<file path="config.mk">
export PLATFORM = sky130hd
export DESIGN_NAME = vx_pending_throttle
export DESIGN_NICKNAME = d
export VERILOG_FILES = /design/src/rtl/vx_pending_throttle.sv
export SDC_FILE = /design/constraint.sdc
export NUM_CORES = 1
export LEC_CHECK = 0
export ABC_CLOCK_PERIOD_IN_PS = 1910
export CORE_AREA = 3 3 54 56
export DETAILED_ROUTE_END_ITERATION = 10
export DIE_AREA = 0 0 57 59
export DONT_BUFFER_PORTS = 1
export PLACE_DENSITY_LB_ADDON = 0.1
export SETUP_SLACK_MARGIN = 0.05
export SLEW_MARGIN = 20
export SYNTH_ARGS = -nofsm -noshare
export SYNTH_HDL_FRONTEND = slang
export SYNTH_SLANG_ARGS = --single-unit
</file>
<file path="constraint.sdc">
create_clock -name clk -period 1.91 [get_ports clk]
set_input_delay 0.382 -clock clk [delete_from_list [all_inputs] [get_ports clk]]
set_output_delay 0.382 -clock clk [all_outputs]
set_load 0.05 [all_outputs]
</file>
<file path="src/rtl/vx_pending_throttle.sv">
// Outstanding-request throttle: caps in-flight requests at MAX_PENDING and drains on flush.
// Optional perf counters are enabled by defining VX_PENDING_THROTTLE_PERF_EN.
module vx_pending_throttle #(
  parameter int unsigned    MAX_PENDING = 4,
  parameter int unsigned    REQ_DATAW   = 32,
  parameter int unsigned    RSP_DATAW   = 32,
  localparam int unsigned   CNTW        = $clog2(MAX_PENDING + 1)
) (
  input  logic                 clk,
  input  logic                 reset_n,

  input  logic                 req_in_valid,
  output logic                 req_in_ready,
  input  logic [REQ_DATAW-1:0] req_in_data,

  output logic                 req_out_valid,
  input  logic                 req_out_ready,
  output logic [REQ_DATAW-1:0] req_out_data,

  input  logic                 rsp_in_valid,
  output logic                 rsp_in_ready,
  input  logic [RSP_DATAW-1:0] rsp_in_data,

  output logic                 rsp_out_valid,
  input  logic                 rsp_out_ready,
  output logic [RSP_DATAW-1:0] rsp_out_data,

  input  logic                 flush_req,
  output logic                 flush_done,

`ifdef VX_PENDING_THROTTLE_PERF_EN
  output logic [31:0]          perf_stall_cycles,
  output logic [CNTW-1:0]      perf_max_pending,
`endif

  output logic [CNTW-1:0]      pending,
  output logic                 empty,
  output logic                 full
);

  localparam logic [CNTW-1:0] MaxCnt = CNTW'(MAX_PENDING);

  typedef enum logic [1:0] {StRun, StDrain, StDone} state_e;

  state_e          state_q, state_d;
  logic [CNTW-1:0] pending_q, pending_d;
  logic            allow, incr, decr;

  // Gate only on registered state so no response-to-request combinational path exists.
  assign allow         = (state_q == StRun) && (pending_q != MaxCnt);

  assign req_out_valid = req_in_valid && allow;
  assign req_in_ready  = req_out_ready && allow;
  assign req_out_data  = req_in_data;

  assign rsp_out_valid = rsp_in_valid;
  assign rsp_in_ready  = rsp_out_ready;
  assign rsp_out_data  = rsp_in_data;

  assign incr = req_out_valid && req_out_ready;
  assign decr = rsp_out_valid && rsp_out_ready;

  always_comb begin
    pending_d = pending_q;
    if (incr && !decr) begin
      pending_d = pending_q + 1'b1;
    end else if (decr && !incr && (pending_q != '0)) begin
      pending_d = pending_q - 1'b1;
    end
  end

  always_comb begin
    state_d = state_q;
    unique case (state_q)
      StRun:   if (flush_req) state_d = StDrain;
      StDrain: if (pending_d == '0) state_d = StDone;
      StDone:  state_d = StRun;
      default: state_d = StRun;
    endcase
  end

  always_ff @(posedge clk or negedge reset_n) begin
    if (!reset_n) begin
      state_q   <= StRun;
      pending_q <= '0;
    end else begin
      state_q   <= state_d;
      pending_q <= pending_d;
    end
  end

  assign pending    = pending_q;
  assign empty      = (pending_q == '0);
  assign full       = (pending_q == MaxCnt);
  assign flush_done = (state_q == StDone);

`ifdef VX_PENDING_THROTTLE_PERF_EN
  logic [31:0]     stall_q;
  logic [CNTW-1:0] max_q;

  always_ff @(posedge clk or negedge reset_n) begin
    if (!reset_n) begin
      stall_q <= '0;
      max_q   <= '0;
    end else begin
      if (req_in_valid && !allow) stall_q <= stall_q + 32'd1;
      if (pending_d > max_q) max_q <= pending_d;
    end
  end

  assign perf_stall_cycles = stall_q;
  assign perf_max_pending  = max_q;
`endif

`ifndef SYNTHESIS
  // A response with nothing outstanding is dropped; flag it in simulation.
  always @(posedge clk) begin
    if (reset_n) begin
      assert (!(decr && !incr && (pending_q == '0)))
        else $warning("vx_pending_throttle: response with no outstanding request, count held at 0");
    end
  end
`endif

endmodule

</file>
* After elaboration in Yosys (flattened, before gate mapping) *
Cells that the tools add are included.

cells by class
  add/sub/neg operators = 2
  equality and inequality tests = 6
  mux-type cells = 5
  reductions and logical operators = 15

operators with widths
  kind                                               number
  logical AND 1 bit                                  8
  zero test 3 bit                                    2
  2-to-1 mux 3 bit                                   2
  2-to-1 mux 2 bit                                   2
  != test 2 bit (second input constant)              2
  case mux 2 bit (2 select lines)                    1
  adder 3 x 1 -> 3 bit (second input constant)       1
  == test 3 bit (second input constant)              1
  != test 3 bit (second input constant)              1
  nonzero test 3 bit                                 1
  subtractor 3 x 1 -> 3 bit (second input constant)  1
  == test 2 x 1 -> 1 bit (second input constant)     1
  == test 2 bit (second input constant)              1
  zero test 1 bit                                    2
  zero test 2 bit                                    1
  AND reduction 2 bit                                1

word-level totals
  register bits after elaboration = 5
  input port bits = 71
  output and inout bits = 74
  logic and storage cells = 30

* Depth between registers and ports, before layout *
Gate-level depths: netlist of run 1.

  depth after elaboration = 12
  mapped depth = 7
  depth with buffers taken out = 7

* Worst setup path after synthesis of run 1 *
OpenSTA, ideal clock, no wires.

  kind = reg2out
  start point = register pending_q[0], in the netlist pending[0]
  end point = output port req_in_ready
  arrival time = 1.746 ns
  required time = 1.528 ns
  slack = -0.218 ns
  stages on the path, launching flop included = 5
  buffers on the path = 0
  path through = dfrtp_1 > inv_1 > ha_1 > a211oi_4 > and2_2

between the ends
  cells in the longest elaborated chain, start to end = 3

ends and longest elaborated chain
  element                   RTL line  RTL
  start: declaration        46        logic [CNTW-1:0] pending_q, pending_d;
  start signal: assignment  88        pending_q <= pending_d;
  != test 3 bit             50        assign allow = (state_q == StRun) && (pending_q != MaxCnt);
  logical AND 1 bit         50
  logical AND 1 bit         53        assign req_in_ready = req_out_ready && allow;
  end: declaration          13        output logic req_in_ready,

Every way passes these cells.

* Final worst setup path of run 1 *
Ends and elaborated chain as after synthesis.

==> flow_summary.toml, run 1 <==
[pwr]
sw_ratio = 0.535
seq_power_share = 0.209
comb_power_share = 0.683
power_per_cell_area_nw_per_um2 = 2050
p_switching_w = 0.000587
leakagePower_nw = 0.228
worst_ir_drop_vdd_mv = 0.635
p_int_w = 0.000510
share_clk_of_total_power = 0.107

[yosys]
number_of_flops_mapped_to_enable_cells_by_yosys = 0
yosys.area.top_type_share = 0.548
synthesis.area_per_instance_sq_um = 8.45
yosys.cell_count.top_type = "buf_4"
post_synth_most_frequent_cells = "buf_4, dfrtp_1, and2_2, ha_1"
synth.net_count = 181
syn_area_sq_um = 905
yosys_most_used_dff = "dfrtp_1"
asyncSetResetFlopFracSynth = 1.00
synth.area.top_cells = "buf_4, dfrtp_1, ha_1"
synth_top_area_cell = "buf_4"
netlist_instances = 107
yosysWarnings = 0
synth_cell_types = 27
synthesized_flop_and_latch_total = 5
ys_seq_area_frac = 0.138

[floorplanning]
placeableCoreArea_sq_um = 2480
die_width_um = 57
core.rowCount = 18
die_height_um = 59
design.die.area_sq_um = 3360
initial_core_util = 0.365
ios = 145

[final_layout]
diodes = 0
finish.utilization = 0.216
drive_gt1_frac = 0.404
flow.area_growth_from_synthesis_pct = -40.8
final_nets = 127
filler_cell_count = 278

[critical_path]
cp_data_arrival_time_ns = 1.38
crit_path_end_kind = "primary output"
critical_path.startpoint_type = "flop"
critical_path.max_fanout = 4
required_ns = 1.53
setup.worst_path.class = "flop to primary output"

[timing]
fin_skew_ns = 0.000167
max_slew_margin = 0.775
fin_ws_ns = 0.148
setup_viol = 0
timing_worst_slew_pin_value_ns = 0.333
unrepaired_setup_endpoints_after_global_routing = "false"
fin_tns_setup_ns = 0
timing.final.crit_period_ns = 1.76
slew_viol_final = 0
fmax_mhz = 568
finalHoldViolCount = 0
layout_worst_path_cycle_share = 0.922

[clock_network]
htreeDepth = 1
clock_path_buffers = 2
tritoncts = "done"
clock_sink_count = 5
worstSkewPairLatency_ns = 0.23
clock_pin_slew_on_the_worst_setup_and_hold_paths_ns = 0.04
tritoncts.num_buffers = 3
root_buffer = "clkbuf_4"

[place]
placement.setup.worst_slack_ns = 0.292
weighted_congestion_reported_at_the_end_of_routability_driven_placement = 0.658
dpl.hpwl_um = 1390
placement.io_buffers = 0

[drt]
vias = 431
drt.antenna.violating_nets = 0
vias_per_cell = 5.26
drc = 0
drt-wirelength-per-cell_um = 19.9
drt-total-wl_um = 1630
drt-initial-drc-count = 9
drtPass1Iterations = 4

[global_routing]
vias_in_the_first_global_route = 456
global_route.usage.total = 0.0973
number_of_antenna_violations_at_the_first_check_in_global_routing = 0
grt_overflow_total = 0
grt_max_degree = 7
grt_pass1_wl_um = 2440

[outcome]
status = "complete, no violations"

[hold_path]
min_path_type = "input port to flop"

[run]
max-cap-violations = 0
[layout make-up]
type	instances	area [sq um]	share of cell area
clock buffers	4	26.3	0.0491
inverters	3	11.3	0.0210
multi-input cells	33	278	0.519
flip-flops and latches	5	128	0.238
well taps	30	37.5	0.0701
repair buffers	7	55.1	0.103
[through the flow]
| step | cells | power (W) | instance area (sq um) | hold WS [ns] |
|---|---|---|---|---|
| 5_1_grt | 82 | 0.00118 | 536 | 0.350 |
| 3_5_place_dp | 76 | 0.000963 | 492 | 0.0866 |
| 2_1_floorplan | 107 | 0.00117 | 912 | 0.0864 |
| 6_report | 82 | 0.00110 | 536 | 0.348 |
| 3_3_place_gp | 76 | 0.000952 | 492 | 0.0866 |
| 4_1_cts | 82 | 0.00112 | 536 | 0.334 |
[repair_timing]
| item | CTS | global route |
|---|---|---|
| hold buffers | 1 | 0 |
| setup buffers | 1 | 0 |
| setup endpoints to repair | 2 | 2 |
| hold endpoints to repair | 5 | 0 |
| resized for setup | 0 | 0 |
| pin swaps | 2 | 2 |
[final timing paths]
| path | start | to | slack (ns) | depth (start not counted) |
|---|---|---|---|---|
| setup / recovery | pending[0] | req_in_ready | 0.15 | 4 |
| hold / removal | flush_req | state_q[0] | 0.35 | 2 |
| setup reg to reg | pending[0] | state_q[1] | 0.28 | 7 |
| hold reg to reg | state_q[0] | state_q[0] | 0.61 | 1 |
| max in group asynchronous | reset_n | pending[1] | 1.26 | 1 |
| min in group asynchronous | reset_n | state_q[0] | 0.44 | 1 |
[flip-flops by register name, summed over array words and instances (netlist names)]
signal   count
state_q      2
pending      3
[layout by cell type, fill, tap and decap left out, types with 2 or more instances in the layout]
cell type / n
and2_1: 2
and2_4: 2
buf_4: 6
clkbuf_4: 3
dfrtp_1: 3
dfrtp_2: 2
ha_1: 2
inv_1: 2
mux2i_1: 2
nand2_1: 2
nand3_1: 2
nand4_1: 2
nor2b_1: 2
[routing by layer]
metal | track usage | up-vias | wire length (um)
li1 | - | 173 | -
met3 | 0.0850 | 14 | 338
met1 | 0.0732 | 182 | 462
met2 | 0.157 | 62 | 778
met5 | 0 | - | 0
met4 | 0.0762 | 0 | 52
[cell families (layout without fill, tap and decap cells)]
logic type	Yosys count	count (layout)	synth area share
buf+inv	69	14	0.560
mux	2	2	0.0221
fa+ha+maj	3	3	0.0415
compound gates	8	8	0.0941
simple gates	19	19	0.134
flops	5	5	0.138
xor+xnor	1	1	0.00968
[worst max-delay path: stages, from the launching register on]
cell      delay, ns
dfrtp_2        0.35
inv_1          0.05
ha_2           0.21
a211oi_4       0.25
and2_4         0.28
[power by group through the flow]
| stage | Sequential (W) | Combinational (W) | Clock [W] |
|---|---|---|---|
| floorplan | 0.000357 | 0.000808 | 0 |
| global placement | 0.000231 | 0.000721 | 0 |
| detailed placement | 0.000233 | 0.000730 | 0 |
| CTS | 0.000232 | 0.000758 | 0.000127 |
| global route | 0.000238 | 0.000807 | 0.000134 |
| finish | 0.000229 | 0.000749 | 0.000118 |
Note: power is estimated with default switching activity, not from simulation.
==> run 2, diff against run 1 <==
--- a/config.mk
+++ b/config.mk
@@ -5,10 +5,12 @@
 export SDC_FILE = /design/constraint.sdc
 export NUM_CORES = 1
 export LEC_CHECK = 0
-export ABC_CLOCK_PERIOD_IN_PS = 1910
-export CORE_AREA = 3 3 54 56
+export ABC_CLOCK_PERIOD_IN_PS = 2300
+export CELL_PAD_IN_SITES_DETAIL_PLACEMENT = 1
+export CELL_PAD_IN_SITES_GLOBAL_PLACEMENT = 1
+export CORE_AREA = 3 3 56 58
 export DETAILED_ROUTE_END_ITERATION = 10
-export DIE_AREA = 0 0 57 59
+export DIE_AREA = 0 0 59 61
 export DONT_BUFFER_PORTS = 1
 export PLACE_DENSITY_LB_ADDON = 0.1
 export SETUP_SLACK_MARGIN = 0.05
==> constraint.sdc (replaced) <==
create_clock -name clk -period 2.3 [get_ports clk]
set_input_delay 0.46 -clock clk [delete_from_list [all_inputs] [get_ports clk]]
set_output_delay 0.46 -clock clk [all_outputs]
set_load 0.05 [all_outputs]
==> flow_summary.toml, run 2 (same netlist as run 1, synthesis figures left out) <==
[outcome]
status = "complete, no violations"

[place]
dpl.hpwl_um = 1240
placement.io_buffers = 0
placement.setup.worst_slack_ns = 0.450
postPlaceCellArea_sq_um = 485
weighted_congestion_reported_at_the_end_of_routability_driven_placement = 0.673

[clock_network]
clock_pin_slew_on_the_worst_setup_and_hold_paths_ns = 0.04
root_buffer = "clkbuf_4"
tritoncts = "done"
post_cts_resize_count = 0
htreeDepth = 1
clock_sink_count = 5
clock_path_buffers = 2
tritoncts.num_buffers = 3
worstSkewPairLatency_ns = 0.24

[global_routing]
grt_busiest_layer = "met2"
grt_pass1_wl_um = 2200
grt_max_degree = 7
number_of_antenna_violations_at_the_first_check_in_global_routing = 0
met1_usage = 0.0749
global_route.usage.total = 0.0837
grt_use_met2 = 0.118
grt_overflow_total = 0
vias_in_the_first_global_route = 463
m3_gr_usage = 0.0787

[drt]
drtPass1Iterations = 2
drt.antenna.violating_nets = 0
drc = 0
drt-initial-drc-count = 13
drt-total-wl_um = 1500
drt-wirelength-per-cell_um = 18.3
vias_per_cell = 5.12
vias = 420

[floorplanning]
die_height_um = 61
die_width_um = 59
placeableCoreArea_sq_um = 2710
core.rowCount = 19
initial_core_util = 0.334
ios = 145
design.die.area_sq_um = 3600

[critical_path]
rrSetupSlack_ns = 0.64
reg2reg_to = "state_q[1]"
r2r_start = "pending[0]"
cp_data_arrival_time_ns = 1.62
worstSetupStartpoint = "pending[0]"
setup.worst_path.class = "flop to primary output"
worst_r2r_path_depth = 6
critical_path.max_fanout = 5
critical_path.startpoint_type = "flop"
crit_path_end_kind = "primary output"
required_ns = 1.84

[timing]
max_slew_margin = 0.782
fin_tns_setup_ns = 0
layout_worst_path_cycle_share = 0.904
fin_skew_ns = 0.0000671
slew_viol_final = 0
timing_worst_slew_pin_value_ns = 0.322
fin_ws_ns = 0.221
timing.final.crit_period_ns = 2.08
setup_viol = 0
unrepaired_setup_endpoints_after_global_routing = "false"
fmax_mhz = 481
finalHoldViolCount = 0

[pwr]
sw_ratio = 0.552
p_int_w = 0.000396
share_clk_of_total_power = 0.111
seq_power_share = 0.201
p_switching_w = 0.000488
leakagePower_nw = 0.224
worst_ir_drop_vdd_mv = 0.547
comb_power_share = 0.688
power_per_cell_area_nw_per_um2 = 1690

[final_layout]
layout.cell_area.non_filler_sq_um = 522
flow.area_growth_from_synthesis_pct = -42.3
largest_reg_flops = 3
drive_gt1_frac = 0.333
final_nets = 126
diodes = 0
filler_cell_count = 339
most-common-layout-cells = "dfrtp_1, buf_4, and2_2, ha_1, clkbuf_4"

[hold_path]
whs_path_depth = 2
worstHoldEndpoint = "state_q[0]"
hold_path.startpoint = "flush_req"
min_path_type = "input port to flop"

[run]
max-cap-violations = 0
[run 2: changes by cell type in the layout (fill, tap and decap cells not counted), sizes merged]
cell | previous run | this run
buf | 6 | 5
[run 2: critical path: stages (launching register included)]
cell,delay [ns]
dfrtp_1,0.34
inv_1,0.06
ha_1,0.26
a211oi_4,0.35
and2_2,0.37
[run 2: layout make-up]
class                      instances  area [sq um]  area share
clock buffer                       4          26.3      0.0504
inverter                           3          11.3      0.0216
multi-input combinational         33           273       0.523
sequential                         5           125       0.240
tap                               31          38.8      0.0743
timing repair buffer               6          47.5      0.0911
[run 2: power groups by stage]
| stage | Combinational (W) | Clock, W | Sequential [W] |
|---|---|---|---|
| after floorplan | 0.000659 | 0 | 0.000292 |
| after global placement | 0.000601 | 0 | 0.000181 |
| after global routing | 0.000656 | 0.000116 | 0.000183 |
| after detailed placement | 0.000615 | 0 | 0.000181 |
| final | 0.000609 | 0.0000982 | 0.000177 |
| after CTS | 0.000619 | 0.000105 | 0.000179 |
[run 2: layer usage]
metal	up-vias	routed length, um
met1	189	514
met3	20	254
li1	170	-
met4	0	54
met2	41	677
met5	-	0
[run 2: what timing repair did]
item | 4_1_cts | 5_1_grt
setup buffers | 0 | 0
hold endpoints to repair | 5 | 0
hold buffers | 1 | 0
[run 2: worst max-delay path by stage]
stage / end / slack (ns) / cells past startpoint
floorplan: req_in_ready / 0.09 / 4
global placement: req_out_valid / 0.52 / 4
detailed placement: req_in_ready / 0.45 / 4
CTS: req_in_ready / 0.19 / 4
global route: req_in_ready / 0.12 / 4
finish: req_in_ready / 0.22 / 4
[run 2: per-stage QoR]
step                      hold WS, ns  total power, W  utilization  cells
after floorplan                 0.164        0.000951            -    107
after global placement          0.165        0.000781        0.179     77
after detailed placement        0.165        0.000795        0.179     77
after CTS                       0.417        0.000904        0.193     82
after global routing            0.415        0.000955        0.193     82
final                           0.434        0.000884        0.193     82
==> run 3, diff against run 2 <==
--- a/config.mk
+++ b/config.mk
@@ -5,12 +5,13 @@
 export SDC_FILE = /design/constraint.sdc
 export NUM_CORES = 1
 export LEC_CHECK = 0
+export ABC_AREA = 1
 export ABC_CLOCK_PERIOD_IN_PS = 2300
 export CELL_PAD_IN_SITES_DETAIL_PLACEMENT = 1
 export CELL_PAD_IN_SITES_GLOBAL_PLACEMENT = 1
-export CORE_AREA = 3 3 56 58
+export CORE_AREA = 3 3 54 56
 export DETAILED_ROUTE_END_ITERATION = 10
-export DIE_AREA = 0 0 59 61
+export DIE_AREA = 0 0 57 59
 export DONT_BUFFER_PORTS = 1
 export PLACE_DENSITY_LB_ADDON = 0.1
 export SETUP_SLACK_MARGIN = 0.05
==> flow_summary.toml, run 3 <==
[clock_network]
clock_sink_count = 5
clock_path_buffers = 2
clock_pin_slew_on_the_worst_setup_and_hold_paths_ns = 0.05
worstSkewPairLatency_ns = 0.24
post_cts_resize_count = 0
tritoncts.num_buffers = 3
tritoncts = "done"
root_buffer = "clkbuf_4"
htreeDepth = 1
cts_setup_buffers = 0

[pwr]
seq_power_share = 0.176
sw_ratio = 0.579
worst_ir_drop_vdd_mv = 0.526
p_int_w = 0.000395
comb_power_share = 0.716
p_switching_w = 0.000543
share_clk_of_total_power = 0.109
leakagePower_nw = 0.290
total_power_w = 0.000938
power_per_cell_area_nw_per_um2 = 1790

[final_layout]
mostFrequentLayoutCell = "nand2_1"
drive_gt1_frac = 0.369
stdcell_count = 95
final_nets = 140
diodes = 0
most-common-layout-cells = "nand2_1, inv_1, buf_4, dfrtp_1"
flow.area_growth_from_synthesis_pct = -41.2
filler_cell_count = 316
largest_reg_flops = 3

[critical_path]
r2r_start = "pending[0]"
critical_path.max_fanout = 4
critical_path.startpoint_type = "flop"
setup.worst_path.class = "flop to primary output"
crit_path_end_kind = "primary output"
cp_cell_sequence = "inv_1, ha_1, nand2_2, nand3_2, inv_2, buf_4"
crit_path_max_incr_delay_ns = 0.34
worstSetupStartpoint = "pending[0]"
worst_path_max_delay_cell = "dfrtp_1"
required_ns = 1.84
cp_data_arrival_time_ns = 1.35

[yosys]
yosys.area.top_type_share = 0.557
synth.area.top_cells = "buf_4, dfrtp_1, nand2_1"
yosysWarnings = 0
asyncSetResetFlopFracSynth = 1.00
synth_cell_types = 19
synth_top_area_cell = "buf_4"
synth.net_count = 193
synthesis.area_per_instance_sq_um = 7.48
yosys.cell_count.top_type = "buf_4"
syn_area_sq_um = 890
synthesized_flop_and_latch_total = 5
number_of_flops_mapped_to_enable_cells_by_yosys = 0
post_synth_most_frequent_cells = "buf_4, nand2_1, inv_1, dfrtp_1"
ys_seq_area_frac = 0.141
yosys_most_used_dff = "dfrtp_1"
netlist_instances = 119

[timing]
slew_viol_final = 0
fin_ws_ns = 0.489
layout_worst_path_cycle_share = 0.787
setup_viol = 0
timing.final.crit_period_ns = 1.81
finalHoldViolCount = 0
fin_skew_ns = 0.00366
fmax_mhz = 552
unrepaired_setup_endpoints_after_global_routing = "false"
fin_tns_setup_ns = 0
timing_worst_slew_pin_value_ns = 0.416
max_slew_margin = 0.722

[outcome]
status = "complete, no violations"

[hold_path]
hold_path.startpoint = "flush_req"
min_path_type = "input port to flop"

[place]
dpl.cell_count = 90
placement.io_buffers = 0
dpl.hpwl_um = 1490
weighted_congestion_reported_at_the_end_of_routability_driven_placement = 0.640
placement.setup.worst_slack_ns = 0.668

[drt]
drc = 0
drt-total-wl_um = 1690
drt.antenna.violating_nets = 0
drt-initial-drc-count = 3
drtPass1Iterations = 3
drt-wirelength-per-cell_um = 17.7
vias = 446
vias_per_cell = 4.69

[run]
max-cap-violations = 0

[global_routing]
grt_pass1_wl_um = 2500
global_route.usage.total = 0.0974
number_of_antenna_violations_at_the_first_check_in_global_routing = 0
grt_max_degree = 6
grt_overflow_total = 0
vias_in_the_first_global_route = 509

[floorplanning]
initial_core_util = 0.359
placeableCoreArea_sq_um = 2480
die_height_um = 59
core.rowCount = 18
design.die.area_sq_um = 3360
die_width_um = 57
ios = 145
==> run 3: cell type report <==
cell class / count / area (sq um) / area share
inverters: 10 / 37.5 / 0.0718
flip-flops and latches: 5 / 125 / 0.239
repair buffers: 8 / 62.6 / 0.120
well taps: 30 / 37.5 / 0.0718
multi-input cells: 38 / 234 / 0.447
clock buffers: 4 / 26.3 / 0.0502
==> run 3: final timing paths <==
check	cells after the start	endpoint	slack, ns
setup reg to reg	12	state_q[0]	0.71
max in group asynchronous	1	pending[0]	1.57
hold reg to reg	3	state_q[0]	0.56
setup / recovery	6	req_in_ready	0.49
min in group asynchronous	1	pending[1]	0.52
hold / removal	2	state_q[0]	0.34
==> run 3: cell families after synthesis <==
group / after synthesis / share of synthesized area
AOI/OAI and AO/OA: 2 / 0.0112
xor gates and xnor gates: 1 / 0.00985
adders and majority gates: 3 / 0.0422
buffers and inverters: 76 / 0.599
DFF: 5 / 0.141
and+or+nand+nor: 32 / 0.197
==> run 3: routing by layer <==
metal  vias to the layer above  wire length [um]  GRT usage
li1                        188                 -          -
met5                         -                 0          0
met2                        44               791      0.153
met4                         0               108     0.0861
met3                        26               290     0.0610
met1                       188               495     0.0867
==> run 3: worst max-delay path: cells and delay by family, from the launching register on <==
family / cells / cell delay (ns)
AND/OR/NAND/NOR: 2 / 0.20
flip-flops: 1 / 0.34
buffers and inverters: 3 / 0.36
adder cells (fa/ha/maj): 1 / 0.22
==> run 3: stage by stage <==
stage / utilization / cell area [sq um] / hold slack (ns)
floorplan: - / 892 / 0.164
global route: 0.211 / 523 / 0.319
finish: 0.211 / 523 / 0.339
global placement: 0.196 / 487 / 0.165
CTS: 0.211 / 523 / 0.334
detailed placement: 0.196 / 487 / 0.165
==> run 3: timing repair <==
action / 4_1_cts / 5_1_grt
hold endpoints to repair: 5 / 0
hold buffers: 1 / 0
endpoints found under the setup margin: 0 / 0
==> run 3: power by group through the flow <==
stage / Clock (W) / Combinational [W] / Sequential (W)
finish: 0.000102 / 0.000671 / 0.000165
detailed placement: 0 / 0.000681 / 0.000167
floorplan: 0 / 0.000723 / 0.000263
global route: 0.000120 / 0.000736 / 0.000173
global placement: 0 / 0.000694 / 0.000166
CTS: 0.000107 / 0.000687 / 0.000166
